`src/rtl/mpmc_fill_agen.sv`:
```
// Cache-fill write address generator: one write strobe and line address per accepted read beat.
// Optional discarded-beat counter is enabled by defining MPMC_FILL_AGEN_OVR_CNT_EN.
module mpmc_fill_agen #(
    parameter int ADDR_W     = 32,
    parameter int LINE_BITS  = 5,
    parameter int BURST_W    = 8,
    parameter int WRAP_BEATS = 4,
    parameter int CLR_TOP    = 2,
    parameter int CH_W       = 3
) (
    input  logic               clk,
    input  logic               rst,
    input  logic               start_i,
    input  logic [ADDR_W-1:0]  base_i,
    input  logic [BURST_W-1:0] len_i,
    input  logic               wrap_i,
    input  logic [CH_W-1:0]    ch_i,
    input  logic               valid_i,
    output logic               we_o,
    output logic [ADDR_W-1:0]  addr_o,
    output logic [CH_W-1:0]    ch_o,
    output logic [BURST_W-1:0] beat_o,
    output logic               busy_o,
    output logic               done_o,
    output logic [15:0]        ovr_cnt_o
);

    localparam int IDX_W = $clog2(WRAP_BEATS);
    localparam logic [ADDR_W-1:0] TOP_MASK  = {ADDR_W{1'b1}} >> CLR_TOP;
    localparam logic [ADDR_W-1:0] LINE_MASK = TOP_MASK & ({ADDR_W{1'b1}} << LINE_BITS);
    localparam logic [ADDR_W-1:0] BEAT_INC  = {{(ADDR_W-1){1'b0}}, 1'b1} << LINE_BITS;

    typedef enum logic [0:0] {
        ST_IDLE = 1'b0,
        ST_FILL = 1'b1
    } state_t;

    state_t             state_r;
    logic [ADDR_W-1:0]  addr_r;
    logic [BURST_W-1:0] beat_r;
    logic [BURST_W-1:0] len_r;
    logic               wrap_r;
    logic [CH_W-1:0]    ch_r;
    logic               busy_r;
    logic               done_r;

    logic               we_s;
    logic               last_s;
    logic [ADDR_W-1:0]  load_addr_s;
    logic [ADDR_W-1:0]  next_addr_s;

    assign we_s        = valid_i & (state_r == ST_FILL);
    assign last_s      = (beat_r == len_r);
    assign load_addr_s = base_i & LINE_MASK;

    // Next beat address: wrap mode only rolls the in-group index, linear mode carries into the upper bits.
    always_comb begin
        next_addr_s = addr_r;
        if (wrap_r) begin
            next_addr_s[LINE_BITS +: IDX_W] = addr_r[LINE_BITS +: IDX_W] + IDX_W'(1'b1);
        end else begin
            next_addr_s = (addr_r + BEAT_INC) & TOP_MASK;
        end
    end

    // Burst FSM; a reload always wins, but a final beat taken in the same cycle still raises done.
    always_ff @(posedge clk or negedge rst) begin
        if (!rst) begin
            state_r <= ST_IDLE;
            addr_r  <= TOP_MASK;
            beat_r  <= {BURST_W{1'b0}};
            len_r   <= {BURST_W{1'b0}};
            wrap_r  <= 1'b0;
            ch_r    <= {CH_W{1'b0}};
            busy_r  <= 1'b0;
            done_r  <= 1'b0;
        end else begin
            done_r <= 1'b0;
            if (start_i) begin
                done_r  <= we_s & last_s;
                state_r <= ST_FILL;
                addr_r  <= load_addr_s;
                beat_r  <= {BURST_W{1'b0}};
                len_r   <= len_i;
                wrap_r  <= wrap_i;
                ch_r    <= ch_i;
                busy_r  <= 1'b1;
            end else if (we_s) begin
                if (last_s) begin
                    state_r <= ST_IDLE;
                    busy_r  <= 1'b0;
                    done_r  <= 1'b1;
                end else begin
                    beat_r <= beat_r + {{(BURST_W-1){1'b0}}, 1'b1};
                    addr_r <= next_addr_s;
                end
            end else begin
                state_r <= state_r;
                addr_r  <= addr_r;
            end
        end
    end

    assign we_o   = we_s;
    assign addr_o = addr_r;
    assign beat_o = beat_r;
    assign ch_o   = ch_r;
    assign busy_o = busy_r;
    assign done_o = done_r;

`ifdef MPMC_FILL_AGEN_OVR_CNT_EN
    logic [15:0] ovr_r;

    // Saturating count of beats that arrive with no fill in progress.
    always_ff @(posedge clk or negedge rst) begin
        if (!rst) begin
            ovr_r <= 16'h0000;
        end else if (valid_i && (state_r == ST_IDLE) && !start_i && (ovr_r != 16'hFFFF)) begin
            ovr_r <= ovr_r + 16'h0001;
        end else begin
            ovr_r <= ovr_r;
        end
    end

    assign ovr_cnt_o = ovr_r;
`else
    assign ovr_cnt_o = 16'h0000;
`endif

endmodule

```
`config.mk`:
```
export PLATFORM = sky130hd
export DESIGN_NAME = mpmc_fill_agen
export DESIGN_NICKNAME = d
export VERILOG_FILES = /design/src/rtl/mpmc_fill_agen.sv
export SDC_FILE = /design/constraint.sdc
export NUM_CORES = 1
export LEC_CHECK = 0
export BUFFER_PORTS_ARGS = -buffer_cell sky130_fd_sc_hd__buf_2
export CAP_MARGIN = 20
export CELL_PAD_IN_SITES_DETAIL_PLACEMENT = 1
export CELL_PAD_IN_SITES_GLOBAL_PLACEMENT = 2
export CORE_UTILIZATION = 31
export DETAILED_ROUTE_END_ITERATION = 6
export PLACE_DENSITY = 0.81
export SETUP_SLACK_MARGIN = 0.1
export SLEW_MARGIN = 10
export SYNTH_ARGS = -nofsm -noshare
export SYNTH_HDL_FRONTEND = slang
export SYNTH_SLANG_ARGS = --single-unit
```
`constraint.sdc`:
```
create_clock -name clk -period 5.2 [get_ports clk]
set_input_delay 0.52 -clock clk [delete_from_list [all_inputs] [get_ports clk]]
set_output_delay 0.52 -clock clk [all_outputs]
set_load 0.05 [all_outputs]
```
==> impl_metrics.ini, run 1 <==
[placement]
io_buffer_count = 84
gp_congestion = 0.750
dpl.cell_count = 457
hpwl_mm = 4.96

[routing]
wl_per_cell_um = 15.2
viasPerCell = 5.00
drtIter0Drc = 54
drcViolationCount = 1
drtPass1Iterations = 7
vias = 2325
detail-route-antenna-nets = 0
wirelength_mm = 7.05

[logic_synthesis]
async_flop_share_pct = 100
synth_seq_area_share_pct = 42.9
synth.avg_cell_area_um2 = 10.3
ys.flop_type = dfstp_2
synthDistinctLibCells = 44
ys_ff_latch = 48
ys_warn_count = 0
synth-edff-count = 0
synthCells = 279
syn_area_mm2 = 0.00287

[global_routing]
grt_overflow = 0
grt_pass1_wl_mm = 11.8
grt_usage_pct = 15.4
grt_max_degree = 76
grt_antenna_before_repair = 0
grt_pass1_vias = 2330

[pwr]
internal-power_uw = 682
p_leak_uw = 0.00147
pwr-share-clk_pct = 31.9
comb_power_share_pct = 24.6
peakVddDrop_mv = 0.146
powerDensity_mw_per_mm2 = 304
seq_power_share_pct = 43.5
p_sw_uw = 362
switching_share_pct = 34.7

[clocking]
cts_resized = 0
numCtsBuffers = 5
cts_setup_buffers = 0
clk_pin_slew_ps = 100
root_buffer = clkbuf_8
insertion_delay_ps = 310
clock_sinks = 48
cts_tree = yes
clk_path_buf_depth = 2
htree_num_levels = 2
cts-hold-fix-buffers = 0

[cells_and_area]
diodes = 0
drive_gt1_share_pct = 40.9
final_cell_mix = buf_2, nand2_1, xnor2_1, dfstp_2, dfrtp_1
final_core_utilization_pct = 38.8
final_cell_count_no_fill = 465
fin_nets = 406
final_common_cell = buf_2
syn_to_final_growth_pct = 19.5

[critical_path]
path_cells = ha_1 > and4_1 > nand3_1 > a211oi_2 > a21boi_0 > o31a_1
slowest_delay_ps = 610
slowest_stage = dfstp_2
setup.worst_path.class = flop to flop
arrival_ps = 2580
r2r_start = addr_o[5]
worst_r2r_endpoint = addr_o[25]
cp.required_ps = 5430
cp-end-kind = flop
path_max_fanout = 7
cp-start-kind = flop
rr_worst_depth = 6
ff2ff_setup_slack_ps = 2850

[sta]
hold_viol = 0
clock.fmax_mhz = 426
rsz0062_at_grt = false
worst_slew_pin_slew_ps = 716
fin_skew_ps = 16.1
finalCritPeriodShare_pct = 45.1
slew-limit-headroom_pct = 52.3
slew_violations = 0
setup_viol = 0
tns_ps = 0
fin_crit_ps = 2350

[worst_hold_path]
hold_class = input pin to asynchronous set/reset pin

[floorplan]
die_area_mm2 = 0.00966
io_pins = 110
initial_core_util_pct = 32.5
die_y_um = 98.3
core_area_mm2 = 0.00885
placement_rows = 34
die_x_um = 98.3

[run_status]
violations = DRC
run_status = complete, but fails checks

[flow_run]
cap_violations = 0
[metrics by stage]
| stage | worst slack, ps | power (uW) | cell area (um^2) | hold WS [ps] |
|---|---|---|---|---|
| floorplan | 2930 | 660 | 2940 | 224 |
| global placement | 2920 | 713 | 3300 | 487 |
| detailed placement | 2880 | 719 | 3300 | 495 |
| CTS | 2850 | 1060 | 3430 | 322 |
| global route | 2700 | 1090 | 3430 | 350 |
| finish | 2850 | 1040 | 3430 | 304 |
[flip-flops by register name, indices dropped and copies added, names as in the netlist]
| register | cells |
|---|---|
| addr_o | 26 |
| busy_o | 1 |
| ch_o | 3 |
| wrap_r | 1 |
| len_r | 8 |
| beat_o | 8 |
| done_o | 1 |
[power by group through the flow]
stage               clock, uW  combinational (uW)  sequential [uW]
CTS                       347                 259              455
floorplan                   0                 123              537
finish                    333                 257              454
global placement            0                 255              458
detailed placement          0                 259              461
global route              357                 275              461
[cells in the mapped netlist, types with 6 or more instances]
cell type / count / area, um^2
a2111oi_0: 6 / 52.6
nor2_1: 9 / 33.8
a211oi_1: 9 / 67.6
o21ai_0: 21 / 105
xor2_1: 8 / 70.1
nand2_1: 31 / 116
mux2_2: 12 / 135
clkbuf_1: 7 / 26.3
xnor2_1: 27 / 236
buf_4: 23 / 173
inv_1: 9 / 33.8
dfstp_2: 26 / 683
dfrtp_1: 22 / 551
nand3_1: 11 / 55.1
[routing by layer]
layer  track usage (%)  routed length (um)  part of all wire (%)  up-vias
li1                  -                   -                     -     1102
met1              20.0                3160                    45     1157
met2              26.1                3480                    49       61
met3              2.93                 328                   4.7        5
met4              4.13                  79                   1.1        0
met5                 0                   0                     0        -
[area by class of cell]
cell class / instances / area [um^2]
fill: 1047 / 5420
multi-input combinational: 204 / 1440
sequential: 48 / 1230
timing repair buffer: 88 / 450
tap: 108 / 135
clock buffer: 5 / 68.8
clock inverter: 3 / 68.8
inverter: 9 / 33.8
[kinds of logic (layout without fill, tap and decap cells)]
group / after synthesis / after routing / synth area share, %
other: 1 / 18 / 0.130
and+or+nand+nor: 77 / 77 / 14.8
xor gates and xnor gates: 35 / 35 / 10.7
DFF: 48 / 48 / 42.9
adders and majority gates: 2 / 2 / 0.871
buffers and inverters: 44 / 105 / 9.10
AOI/OAI and AO/OA: 58 / 58 / 16.2
muxes: 14 / 14 / 5.40
[how the worst max path moves through the flow]
stage | slack, ps | depth (start not counted) | from | end
finish | 2850 | 6 | addr_o[5] | addr_o[25]
global route | 2700 | 6 | addr_o[5] | addr_o[25]
CTS | 2850 | 6 | addr_o[5] | addr_o[25]
detailed placement | 2880 | 6 | addr_o[5] | addr_o[25]
global placement | 2920 | 6 | addr_o[5] | addr_o[25]
floorplan | 2930 | 6 | busy_o | addr_o[17]
[worst max-delay path: cells and delay by family (launching register included)]
kind                     cells  cell delay [ps]
AO/OA/AOI/OAI                3              980
AND/OR/NAND/NOR              2              450
adder cells (fa/ha/maj)      1              210
flip-flops                   1              610
No activity file was read; power rests on OpenSTA's default activity.
==> run 2, diff against run 1 <==
Settings changed: CORE_UTILIZATION 31 to 29, PLACE_DENSITY 0.81 to 0.76.
Clock period 5.2 ns to 2.4 ns, I/O delays scaled along.
==> run 2 against run 1 <==
  * The flow now finishes without violations
  * Via count decreased by 0.34%
  * Sequential share of layout area decreased by 0.63 points
  * Maximum frequency increased by 14%
  * Register-to-register slack got worse by 2500 ps
  * Power increased by 97%
  * Final cell count increased by 5.8%
  * Worst setup slack got worse by 2500 ps
  * Combinational power increased by 120%
  * Global-route usage decreased by 1.3 points
  * Clock skew decreased by 5.1 ps
  * Die area increased by 6.8%
  * Critical path type unchanged
  * Largest power group unchanged
==> impl_metrics.ini, run 2 (same netlist as run 1, synthesis figures left out) <==
[run_status]
run_status = finished clean

[pwr]
peakVddDrop_mv = 0.264
p_leak_uw = 0.00148
powerDensity_mw_per_mm2 = 589
power_uw = 2060

[global_routing]
grt_max_degree = 38
grt_antenna_before_repair = 0
grt_usage_pct = 14.0
grt_pass1_vias = 2268
grt_overflow = 0
grt_pass1_wl_mm = 11.1

[floorplan]
initial_core_util_pct = 30.5
io_pins = 110
core_area_mm2 = 0.00942
die_area_mm2 = 0.0103
die_y_um = 102
die_x_um = 102
placement_rows = 35

[worst_hold_path]
hold_path_end = addr_o[23]
hp-start = base_i[23]
min_path_cells = 3
hold_class = input pin to flop

[clocking]
cts_tree = yes
clk_path_buf_depth = 2
root_buffer = clkbuf_8
cts_setup_buffers = 0
clk_pin_slew_ps = 100
htree_num_levels = 2
numCtsBuffers = 5
insertion_delay_ps = 310
clock_sinks = 48

[critical_path]
arrival_ps = 2290
rr_worst_depth = 6
crit_path_start = addr_o[5]
cp-end-kind = flop
worst_r2r_endpoint = addr_o[25]
setup.worst_path.class = flop to flop
r2r_start = addr_o[5]
path_max_fanout = 7
cp-start-kind = flop
cp.required_ps = 2640
ff2ff_setup_slack_ps = 340

[cells_and_area]
largest_reg_flops = 26
final_common_cell = buf_2
syn_to_final_growth_pct = 21.6
fin_nets = 412
drive_gt1_share_pct = 41.6
final_cell_count_no_fill = 492
final_cell_mix = buf_2, nand2_1, xnor2_1, dfstp_2, dfrtp_1
fin_area_mm2 = 0.00349
diodes = 0

[routing]
detail-route-antenna-nets = 0
viasPerCell = 4.71
wl_per_cell_um = 14.1
drcViolationCount = 0
vias = 2317
drtPass1Iterations = 4
drtIter0Drc = 34
wirelength_mm = 6.94

[sta]
fin_crit_ps = 2060
clock.fmax_mhz = 487
finalCritPeriodShare_pct = 85.6
tns_ps = 0
slew_violations = 0
setup_viol = 0
timing.hold.ws_ps = 130
slew-limit-headroom_pct = 52.2
rsz0062_at_grt = false
hold_viol = 0
fin_skew_ps = 11.1
worst_slew_pin_slew_ps = 717

[placement]
io_buffer_count = 84
hpwl_mm = 5.13
gp_congestion = 0.755
dpl_cell_area_mm2 = 0.00338
dpl.cell_count = 483

[flow_run]
cap_violations = 0
run 2: cell types whose count changed in the layout (fill, tap and decap cells not counted):
cell / delta
inv_6: -1
a211oi_4: +1
dlygate4sd3_1: +1
buf_4: +3
clkinvlp_4: +2
a211oi_2: -1
bufinv_16: -2
clkinv_4: +1
buf_12: +2
run 2: final cells by class:
type	instances	area [um^2]
Fill cell	1111	5920
Clock buffer	5	68.8
Inverter	9	33.8
Clock inverter	3	23.8
Timing Repair Buffer	94	523
Tap cell	129	161
Sequential cell	48	1230
Multi-Input combinational cell	204	1450
run 2: timing repair:
action	4_1_cts	5_1_grt
hold buffers	1	0
resized for setup	0	1
endpoints found under the setup margin	0	1
hold endpoints to repair	13	0
run 2: worst max-delay path: stages (launching register included):
cell,delay (ps)
dfstp_2,600
ha_1,190
and4_1,220
nand3_1,160
a211oi_4,370
a21boi_0,150
o31a_1,290
run 2: power by group:
group / total, uW / switching (uW) / internal [uW]
clock network: 507 / 300 / 207
logic: 569 / 407 / 162
registers: 981 / 74.7 / 907
run 2: through the flow:
step | util (%) | setup WS, ps
global route | 37.1 | 147
floorplan | - | 126
detailed placement | 35.9 | 259
global placement | 35.9 | 308
CTS | 37.0 | 245
finish | 37.1 | 345
run 2: how the worst max path moves through the flow:
stage,slack (ps),cells after the start,end
4_1_cts,240,6,addr_o[25]
3_5_place_dp,260,6,addr_o[25]
6_report,340,6,addr_o[25]
2_1_floorplan,130,6,addr_o[17]
5_1_grt,150,5,addr_o[22]
3_3_place_gp,310,6,addr_o[25]
run 2: per-layer routing:
layer  wire (um)  vias to the layer above  global-route usage, %
met2        3440                       60                   24.2
met1        3110                     1144                   17.7
met3         330                        7                   3.17
met4          53                        0                   3.57
li1            -                     1106                      -
met5           0                        -                      0
==> run 3, diff against run 2 <==
Settings changed: CORE_UTILIZATION 29 to 31, PLACE_DENSITY 0.76 to 0.81.
Clock period 2.4 ns to 2.6 ns, I/O delays scaled along.
==> run 3 against run 2 <==
  * Sequential power fell by 7.4%
  * Clock power rose by 8.3%
  * Global-route usage up 1.1 points
  * Count of clock-buffer cells in the layout is the same
  * Critical path depth did not move
  * Wire length grew 1.7%
  * Via count did not move
  * Power shrank 4.0%
  * Worst setup slack improved by 87 ps
  * The run now ends with DRC left
  * Die area shrank 6.3%
==> impl_metrics.ini, run 3 (same netlist as run 1, synthesis figures left out) <==
[routing]
vias = 2317
detail-route-antenna-nets = 0
route.met2.wl_mm = 3.49
wl_met1_mm = 3.20
wirelength_mm = 7.06
met3_length_um = 314
wl_per_cell_um = 15.1
viasPerCell = 4.95
drtIter0Drc = 83
routed.top_layer = met4
drcViolationCount = 6
drtPass1Iterations = 6

[critical_path]
cp.required_ps = 2840
rr_worst_depth = 6
arrival_ps = 2410
ff2ff_setup_slack_ps = 430
cp-start-kind = flop
setup.worst_path.class = flop to flop
worst_r2r_endpoint = addr_o[25]
cp-end-kind = flop
r2r_start = addr_o[5]
path_max_fanout = 7
crit_path_start = addr_o[5]

[pwr]
internal-power_uw = 1270
peakVddDrop_mv = 0.212
p_sw_uw = 709
seq_power_share_pct = 46.0
powerDensity_mw_per_mm2 = 574
p_leak_uw = 0.00148
pwr-share-clk_pct = 27.8
comb_power_share_pct = 26.2
switching_share_pct = 35.9

[floorplan]
initial_core_util_pct = 32.5
io_pins = 110
core_area_mm2 = 0.00885
placement_rows = 34
die_area_mm2 = 0.00966
die_x_um = 98.3
die_y_um = 98.3

[cells_and_area]
final_cell_mix = buf_2, nand2_1, xnor2_1, dfstp_2, dfrtp_1
final_common_cell = buf_2
fin_area_mm2 = 0.00344
largest_reg_flops = 26
drive_gt1_share_pct = 41.4
multi_input_area_mm2 = 0.00144
regArea_mm2 = 0.00123
nFillCells = 1035
syn_to_final_growth_pct = 19.8
final_cell_count_no_fill = 468
diodes = 0
fin_nets = 409

[sta]
clock.fmax_mhz = 461
rsz0062_at_grt = false
slew-limit-headroom_pct = 43.1
fin_crit_ps = 2170
setup_viol = 0
worst_slew_pin_slew_ps = 854
hold_viol = 0
tns_ps = 0
slew_violations = 0
fin_skew_ps = 10.9
finalCritPeriodShare_pct = 83.4
setup_slack_ps = 432

[clocking]
clk_path_buf_depth = 2
numCtsBuffers = 5
cts_setup_buffers = 0
cts_resized = 0
root_buffer = clkbuf_8
insertion_delay_ps = 300
cts_tree = yes
clk_pin_slew_ps = 90
clock_sinks = 48
cts-hold-fix-buffers = 0
htree_num_levels = 2

[global_routing]
grt_overflow = 0
grt_antenna_before_repair = 0
grt_pass1_vias = 2372
grt_usage_pct = 15.1
grt_max_degree = 46
grt_pass1_wl_mm = 11.8

[placement]
dpl_cell_area_mm2 = 0.00333
dp_slack_ps = 419
dpl.cell_count = 460
gp_congestion = 0.725
io_buffer_count = 84
hpwl_mm = 5.27

[run_status]
run_status = complete, but fails checks
violations = DRC

[flow_run]
cap_violations = 0

[worst_hold_path]
hold_class = input pin to asynchronous set/reset pin
[run 3: cell types whose count changed in the layout (fill, tap and decap cells not counted), sizes merged]
cell         before  now
clkinvlp          2    1
dlygate4sd3       1    0
bufinv            0    1
buf              93   91
[run 3: worst max-delay path by stage]
stage,to,cells past startpoint
CTS,addr_o[25],6
floorplan,addr_o[17],6
global placement,addr_o[25],6
global route,addr_o[25],6
finish,addr_o[25],6
detailed placement,addr_o[25],6
[run 3: power groups by stage]
stage	Sequential [uW]	Combinational, uW	Clock, uW
floorplan	1070	247	0
global placement	917	516	0
detailed placement	923	523	0
CTS	910	525	576
global route	922	554	600
finish	908	518	549
[run 3: final cells by class]
type	instances	area share, %
multi-input combinational	204	41.9
inverter	9	0.981
clock buffer	5	2.00
clock inverter	3	1.24
sequential	48	35.8
tap	108	3.93
timing repair buffer	91	14.1
[run 3: metrics by stage]
stage	utilization, %	hold WS, ps	power, uW
4_1_cts	38.9	91.7	2010
3_3_place_gp	37.6	417	1430
2_1_floorplan	-	-35.6	1320
3_5_place_dp	37.6	427	1450
5_1_grt	38.9	106	2080
6_report	38.9	56.3	1980
[run 3: worst max-delay path: stages, from the launching register on]
cell and delay (ps):
dfstp_2 610, ha_1 220, and4_1 220, nand3_1 130, a211oi_2 460, a21boi_0 170
o31a_1 290
[run 3: per-layer routing]
metal	vias to the layer above	global-route usage (%)
met5	-	0
met4	0	4.02
met3	4	2.58
met2	60	25.7
met1	1147	19.9
li1	1106	-
